===== src/rtl/kij_seq_pkg.sv =====
// Shared types and helpers for the kij loop sequencer: FSM state encoding and
// the ceiling-log2 used to size its counters.
package kij_seq_pkg;

    typedef enum logic [2:0] {
        IDLE  = 3'd0,
        ISSUE = 3'd1,
        WAIT  = 3'd2,
        SWAP  = 3'd3,
        DRAIN = 3'd4,
        FIN   = 3'd5
    } state_t;

    function automatic int clog2(input int value);
        int result;
        result = 0;
        while ((1 << result) < value) result = result + 1;
        return result;
    endfunction

endpackage


===== src/rtl/kij_seq_watchdog.sv =====
// Per-pass watchdog for the kij sequencer (only built with KIJ_SEQ_WATCHDOG_EN):
// counts enabled cycles since the last clr and flags when LIMIT cycles have elapsed.
module kij_seq_watchdog
    import kij_seq_pkg::*;
#(
    parameter int LIMIT = 1024
) (
    input  logic clk,
    input  logic reset,
    input  logic clr,
    input  logic en,
    output logic expired
);

    localparam int CW = (clog2(LIMIT + 1) < 1) ? 1 : clog2(LIMIT + 1);

    logic [CW-1:0] count;

    always_ff @(posedge clk) begin
        if (reset || clr) begin
            count <= '0;
        end else if (en && !expired) begin
            count <= count + CW'(1);
        end
    end

    // Fires during the LIMIT-th enabled cycle so the owner leaves on that edge.
    assign expired = en && (count == CW'(LIMIT - 1));

endmodule


===== src/rtl/kij_loop_sequencer.sv =====
// Steps kij through one 3x3 conv tile, launching one core pass per kij, then
// runs the psum dump. Optional watchdog: define KIJ_SEQ_WATCHDOG_EN.
module kij_loop_sequencer
    import kij_seq_pkg::*;
#(
    parameter int NUM_KIJ = 9,
    parameter int LEN_NIJ = 16,
    parameter int KW      = 4
`ifdef KIJ_SEQ_WATCHDOG_EN
    ,
    parameter int TIMEOUT_CYC = 1024
`endif
) (
    input  logic          clk,
    input  logic          reset,
    input  logic          start,
    input  logic          abort,
    input  logic          core_done,
    output logic [KW-1:0] kij,
    output logic          start_kij,
    output logic          rchip,
    output logic          acc_first,
    output logic          final_read,
    output logic          busy,
    output logic          done,
    output logic          err
);

    localparam int            DW         = (clog2(LEN_NIJ) < 1) ? 1 : clog2(LEN_NIJ);
    localparam logic [KW-1:0] LAST_KIJ   = KW'(NUM_KIJ - 1);
    localparam logic [DW-1:0] LAST_DRAIN = DW'(LEN_NIJ - 1);

    state_t        state, state_nxt;
    logic [DW-1:0] drain_cnt;
    logic          timeout;

    // Core handshake: start_kij is a single-cycle request issued from ISSUE; the
    // core answers with a single-cycle core_done, honoured only while in WAIT.
`ifdef KIJ_SEQ_WATCHDOG_EN
    kij_seq_watchdog #(.LIMIT(TIMEOUT_CYC)) u_watchdog (
        .clk     (clk),
        .reset   (reset),
        .clr     (state == ISSUE),
        .en      (state == WAIT),
        .expired (timeout)
    );

    always_ff @(posedge clk) begin
        if (reset) begin
            err <= 1'b0;
        end else if (!abort) begin
            if (state == IDLE && start) begin
                err <= 1'b0;
            end else if (state == WAIT && !core_done && timeout) begin
                err <= 1'b1;
            end
        end
    end
`else
    assign timeout = 1'b0;
    assign err     = 1'b0;
`endif

    always_comb begin
        state_nxt = state;
        if (abort) begin
            state_nxt = IDLE;
        end else begin
            case (state)
                IDLE:    if (start) state_nxt = ISSUE;
                ISSUE:   state_nxt = WAIT;
                WAIT: begin
                    if (core_done) begin
                        state_nxt = (kij == LAST_KIJ) ? DRAIN : SWAP;
                    end else if (timeout) begin
                        state_nxt = IDLE;
                    end
                end
                SWAP:    state_nxt = ISSUE;
                DRAIN:   if (drain_cnt == LAST_DRAIN) state_nxt = FIN;
                FIN:     state_nxt = IDLE;
                default: state_nxt = IDLE;
            endcase
        end
    end

    always_ff @(posedge clk) begin
        if (reset) begin
            state     <= IDLE;
            kij       <= '0;
            rchip     <= 1'b0;
            drain_cnt <= '0;
        end else begin
            state <= state_nxt;
            if (abort) begin
                kij       <= '0;
                rchip     <= 1'b0;
                drain_cnt <= '0;
            end else begin
                case (state)
                    IDLE: begin
                        if (start) begin
                            kij   <= '0;
                            rchip <= 1'b0;
                        end
                    end
                    SWAP: begin
                        kij   <= kij + KW'(1);
                        rchip <= ~rchip;
                    end
                    DRAIN: begin
                        drain_cnt <= (drain_cnt == LAST_DRAIN) ? '0 : drain_cnt + DW'(1);
                    end
                    default: ;
                endcase
            end
        end
    end

    assign start_kij  = (state == ISSUE);
    // Covers the whole first pass so the core never accumulates a stale bank.
    assign acc_first  = (state == ISSUE || state == WAIT) && (kij == '0);
    assign final_read = (state == DRAIN);
    assign busy       = (state != IDLE);
    assign done       = (state == FIN);

endmodule


===== config.mk =====
export PLATFORM = sky130hd
export DESIGN_NAME = kij_loop_sequencer
export DESIGN_NICKNAME = d
export VERILOG_FILES = /design/src/rtl/kij_seq_pkg.sv /design/src/rtl/kij_seq_watchdog.sv /design/src/rtl/kij_loop_sequencer.sv
export SDC_FILE = /design/constraint.sdc
export NUM_CORES = 1
export LEC_CHECK = 0
export CORE_MARGIN = 2
export CORE_UTILIZATION = 50
export CTS_BUF_LIST = sky130_fd_sc_hd__clkbuf_4 sky130_fd_sc_hd__clkbuf_8
export DETAILED_ROUTE_END_ITERATION = 12
export MAX_ROUTING_LAYER = met4
export PLACE_DENSITY = 0.79
export SLEW_MARGIN = 20
export SYNTH_ARGS = -nofsm -noshare
export SYNTH_HDL_FRONTEND = slang
export SYNTH_SLANG_ARGS = --single-unit
export TNS_END_PERCENT = 20

===== constraint.sdc =====
create_clock -name clk -period 1.9 [get_ports clk]
set_clock_uncertainty 0.15 [all_clocks]
set_input_delay 0.19 -clock clk [delete_from_list [all_inputs] [get_ports clk]]
set_output_delay 0.19 -clock clk [all_outputs]
set_load 0.01 [all_outputs]

==> results.py <==
metrics = {
    "detailed_routing": {
        "drc_errors": 0,
        "wirelength_mm": 1.71,
        "ant_nets": 0,
        "via_per_inst": 5.80,
        "dr.first_iter.drc_count": 7,
        "routedWlPerCell_um": 14.3,
        "vias": 696,
        "drt_pass1_iterations": 4,
    },
    "synth": {
        "synth.avg_cell_area_um2": 8.61,
        "synthFlopType": "dfxtp_1",
        "synth_compound_area_frac": 0.161,
        "netlist_area_um2": 723,
        "ys_ff_latch": 12,
        "yosysUniqueCellTypes": 35,
        "ys_top_cells_by_area": "dfxtp_1, a21oi_1, ha_1",
        "synth_top_family_by_area": "simple AND/OR/NAND/NOR gates",
        "synth-simple-area-share": 0.344,
        "yosys-mux-area-fraction": 0.0138,
        "synthCells": 84,
        "synth-adder-area-share": 0.0519,
        "post-synth-top-area-cell": "dfxtp_1",
        "synth_top_cell_area_share": 0.332,
        "synth_edf_count": 0,
        "synth-xor-area-share": 0.0242,
        "yosysSeqAreaShare": 0.332,
        "ys_warn_count": 0,
        "synthArstFlopShare": 0,
        "synth_nets": 92,
    },
    "timing": {
        "period_share": 0.968,
        "min_period_ns": 1.84,
        "max_freq_mhz": 544,
        "setup-violations-final": 0,
        "rsz0062_at_grt": "no",
        "hold_viol": 0,
        "slew_violations": 0,
    },
    "placement": {
        "gp_congestion": 0.753,
        "dp_hpwl_mm": 1.13,
        "io_buffers": 14,
    },
    "finish": {
        "fillCellCount": 100,
        "nNetsFinal": 114,
        "diodes": 0,
        "utilization": 0.727,
        "drive_gt1_frac": 0.238,
        "area_delta_synth_final_pct": 34.1,
    },
    "floorplan": {
        "core-area_um2": 1330,
        "io_pins": 16,
        "die_w_um": 42.0,
        "die_h_um": 42.0,
        "die_area_um2": 1770,
        "start_util": 0.542,
        "num_rows": 13,
    },
    "power_and_ir_drop": {
        "p_leak_nw": 0.380,
        "p_total_mw": 0.515,
        "power_density_nw_per_um2": 531,
        "ir_drop_mv": 0.517,
    },
    "setup_path": {
        "reg2reg_slack_ns": 0.29,
        "reg2reg_depth": 4,
        "end_kind": "output port",
        "worst_setup_path_start_kind": "register",
        "cp.arrival_ns": 1.50,
        "path_cells": "inv_2, ha_4, or4b_1, a21oi_1, buf_2",
        "cp_max_fo": 3,
        "critPathMaxStageDelay_ns": 0.44,
        "critPathCapture": "acc_first",
        "worst-endpoint-required_ns": 1.56,
        "crit_type": "reg -> out",
        "r2r-end": "kij[3]",
        "crit_slowest_cell": "or4b_1",
        "r2r-start": "state[1]",
        "startpoint": "kij[1]",
    },
    "hold_path": {
        "hold-path-cell-count": 2,
        "hold_path.class": "reg -> reg",
    },
    "cts": {
        "cts_hold_buf": 0,
        "cts_sinks": 12,
        "cts_buffers": 3,
        "cts_setup_buffers": 0,
        "clockBufferDepth": 2,
        "clockRootBuffer": "clkbuf_4",
        "cts_tree": "done",
        "clock_latency_ns": 0.28,
        "clk_pin_slew_ns": 0.08,
        "h-tree-depth": 1,
    },
    "global_routing": {
        "antenna_found_initial": 0,
        "grt_pass1_wl_mm": 2.79,
        "grt_max_degree": 17,
        "first_global_vias": 647,
        "grt_overflow_total": 0,
        "track_usage": 0.209,
    },
    "run": {
        "max_cap_viol_count": 0,
    },
    "run_status": {
        "status": "finished, final reports clean",
    },
}
worst min-delay path by stage:
stage | startpoint | end | slack, ns
after floorplan | reset | drain_cnt[3] | 0.28
after global placement | drain_cnt[3] | drain_cnt[3] | 0.33
after detailed placement | drain_cnt[3] | drain_cnt[3] | 0.34
after CTS | drain_cnt[3] | drain_cnt[3] | 0.35
after global routing | drain_cnt[3] | drain_cnt[3] | 0.39
final | drain_cnt[3] | drain_cnt[3] | 0.35
per-stage QoR:
step | hold WS (ns) | std cells | setup slack (ns) | setup TNS (ns) | cell area, um2
floorplan | 0.279 | 84 | 0.347 | 0 | 723
global placement | 0.329 | 116 | -0.0165 | -0.0165 | 908
detailed placement | 0.342 | 116 | -0.0782 | -0.0782 | 908
CTS | 0.353 | 120 | 0.0185 | 0 | 945
global route | 0.386 | 120 | 0.00588 | 0 | 970
finish | 0.347 | 120 | 0.0614 | 0 | 970
registers in the layout (all words and copies together), names as in the netlist:
| name | flops |
|---|---|
| state | 3 |
| drain_cnt | 4 |
| rchip | 1 |
| kij | 4 |
report_power, final:
group	total, mW	internal (mW)	switching (mW)	leakage (nW)
combinational	0.0501	0.0262	0.0239	0.261
clock	0.208	0.117	0.0918	0.0210
sequential	0.257	0.253	0.00370	0.0977
total	0.515	0.396	0.119	0.380
cell usage after synthesis (2+ instances only):
master and n:
nand2b_1 2, xnor2_1 2, nor2b_1 3, nand2_1 3
nand4b_1 3, or3_1 2, dfxtp_1 12, a21oi_1 8
o21ai_0 4, inv_1 4, buf_2 3, and3_1 3
nor2_1 9, nor3_1 3, ha_1 3
placed cells by master, fill, tap and decap left out, drive strengths merged, types with 2 or more instances in the layout:
| master | n |
|---|---|
| a21oi | 8 |
| and3 | 3 |
| buf | 9 |
| clkbuf | 4 |
| clkdlybuf4s50 | 11 |
| dfxtp | 12 |
| dlygate4sd2 | 2 |
| ha | 3 |
| inv | 4 |
| nand2 | 3 |
| nand2b | 2 |
| nand4b | 3 |
| nor2 | 9 |
| nor2b | 3 |
| nor3 | 3 |
| o21ai | 5 |
| or3 | 2 |
| or4b | 2 |
| xnor2 | 2 |
per-layer routing:
layer,vias to the layer above,share of wire,track usage
met5,-,0,-
met4,0,0.018,0.0563
met3,6,0.039,0.0647
met2,19,0.51,0.350
met1,326,0.43,0.244
li1,345,-,-
critical path, delay by kind of cell (launching register included):
| kind | cells | cell delay (ns) |
|---|---|---|
| DFF | 1 | 0.33 |
| adders and majority gates | 1 | 0.13 |
| and+or+nand+nor | 1 | 0.44 |
| buffers and inverters | 2 | 0.20 |
| AOI/OAI and AO/OA | 1 | 0.12 |
cell type report:
class | count | area [um2] | area share
Tap cell | 15 | 18.8 | 0.0194
Multi-Input combinational cell | 63 | 460 | 0.475
Clock buffer | 4 | 36.3 | 0.0374
Timing Repair Buffer | 22 | 196 | 0.203
Inverter | 4 | 15.0 | 0.0155
Sequential cell | 12 | 243 | 0.250
repair_timing:
action,in CTS,in global routing
pin swaps,0,1
gates resized for setup,8,7
setup endpoints to repair,2,3
endpoints found under the hold margin,0,0
cells by family after synthesis:
kind of cell / Yosys count
buffers and inverters: 9
multiplexers: 1
other: 1
adder cells (fa/ha/maj): 3
AO/OA/AOI/OAI: 18
flip-flops: 12
XOR/XNOR: 2
AND/OR/NAND/NOR: 38
(Power assumes the default switching activity.)
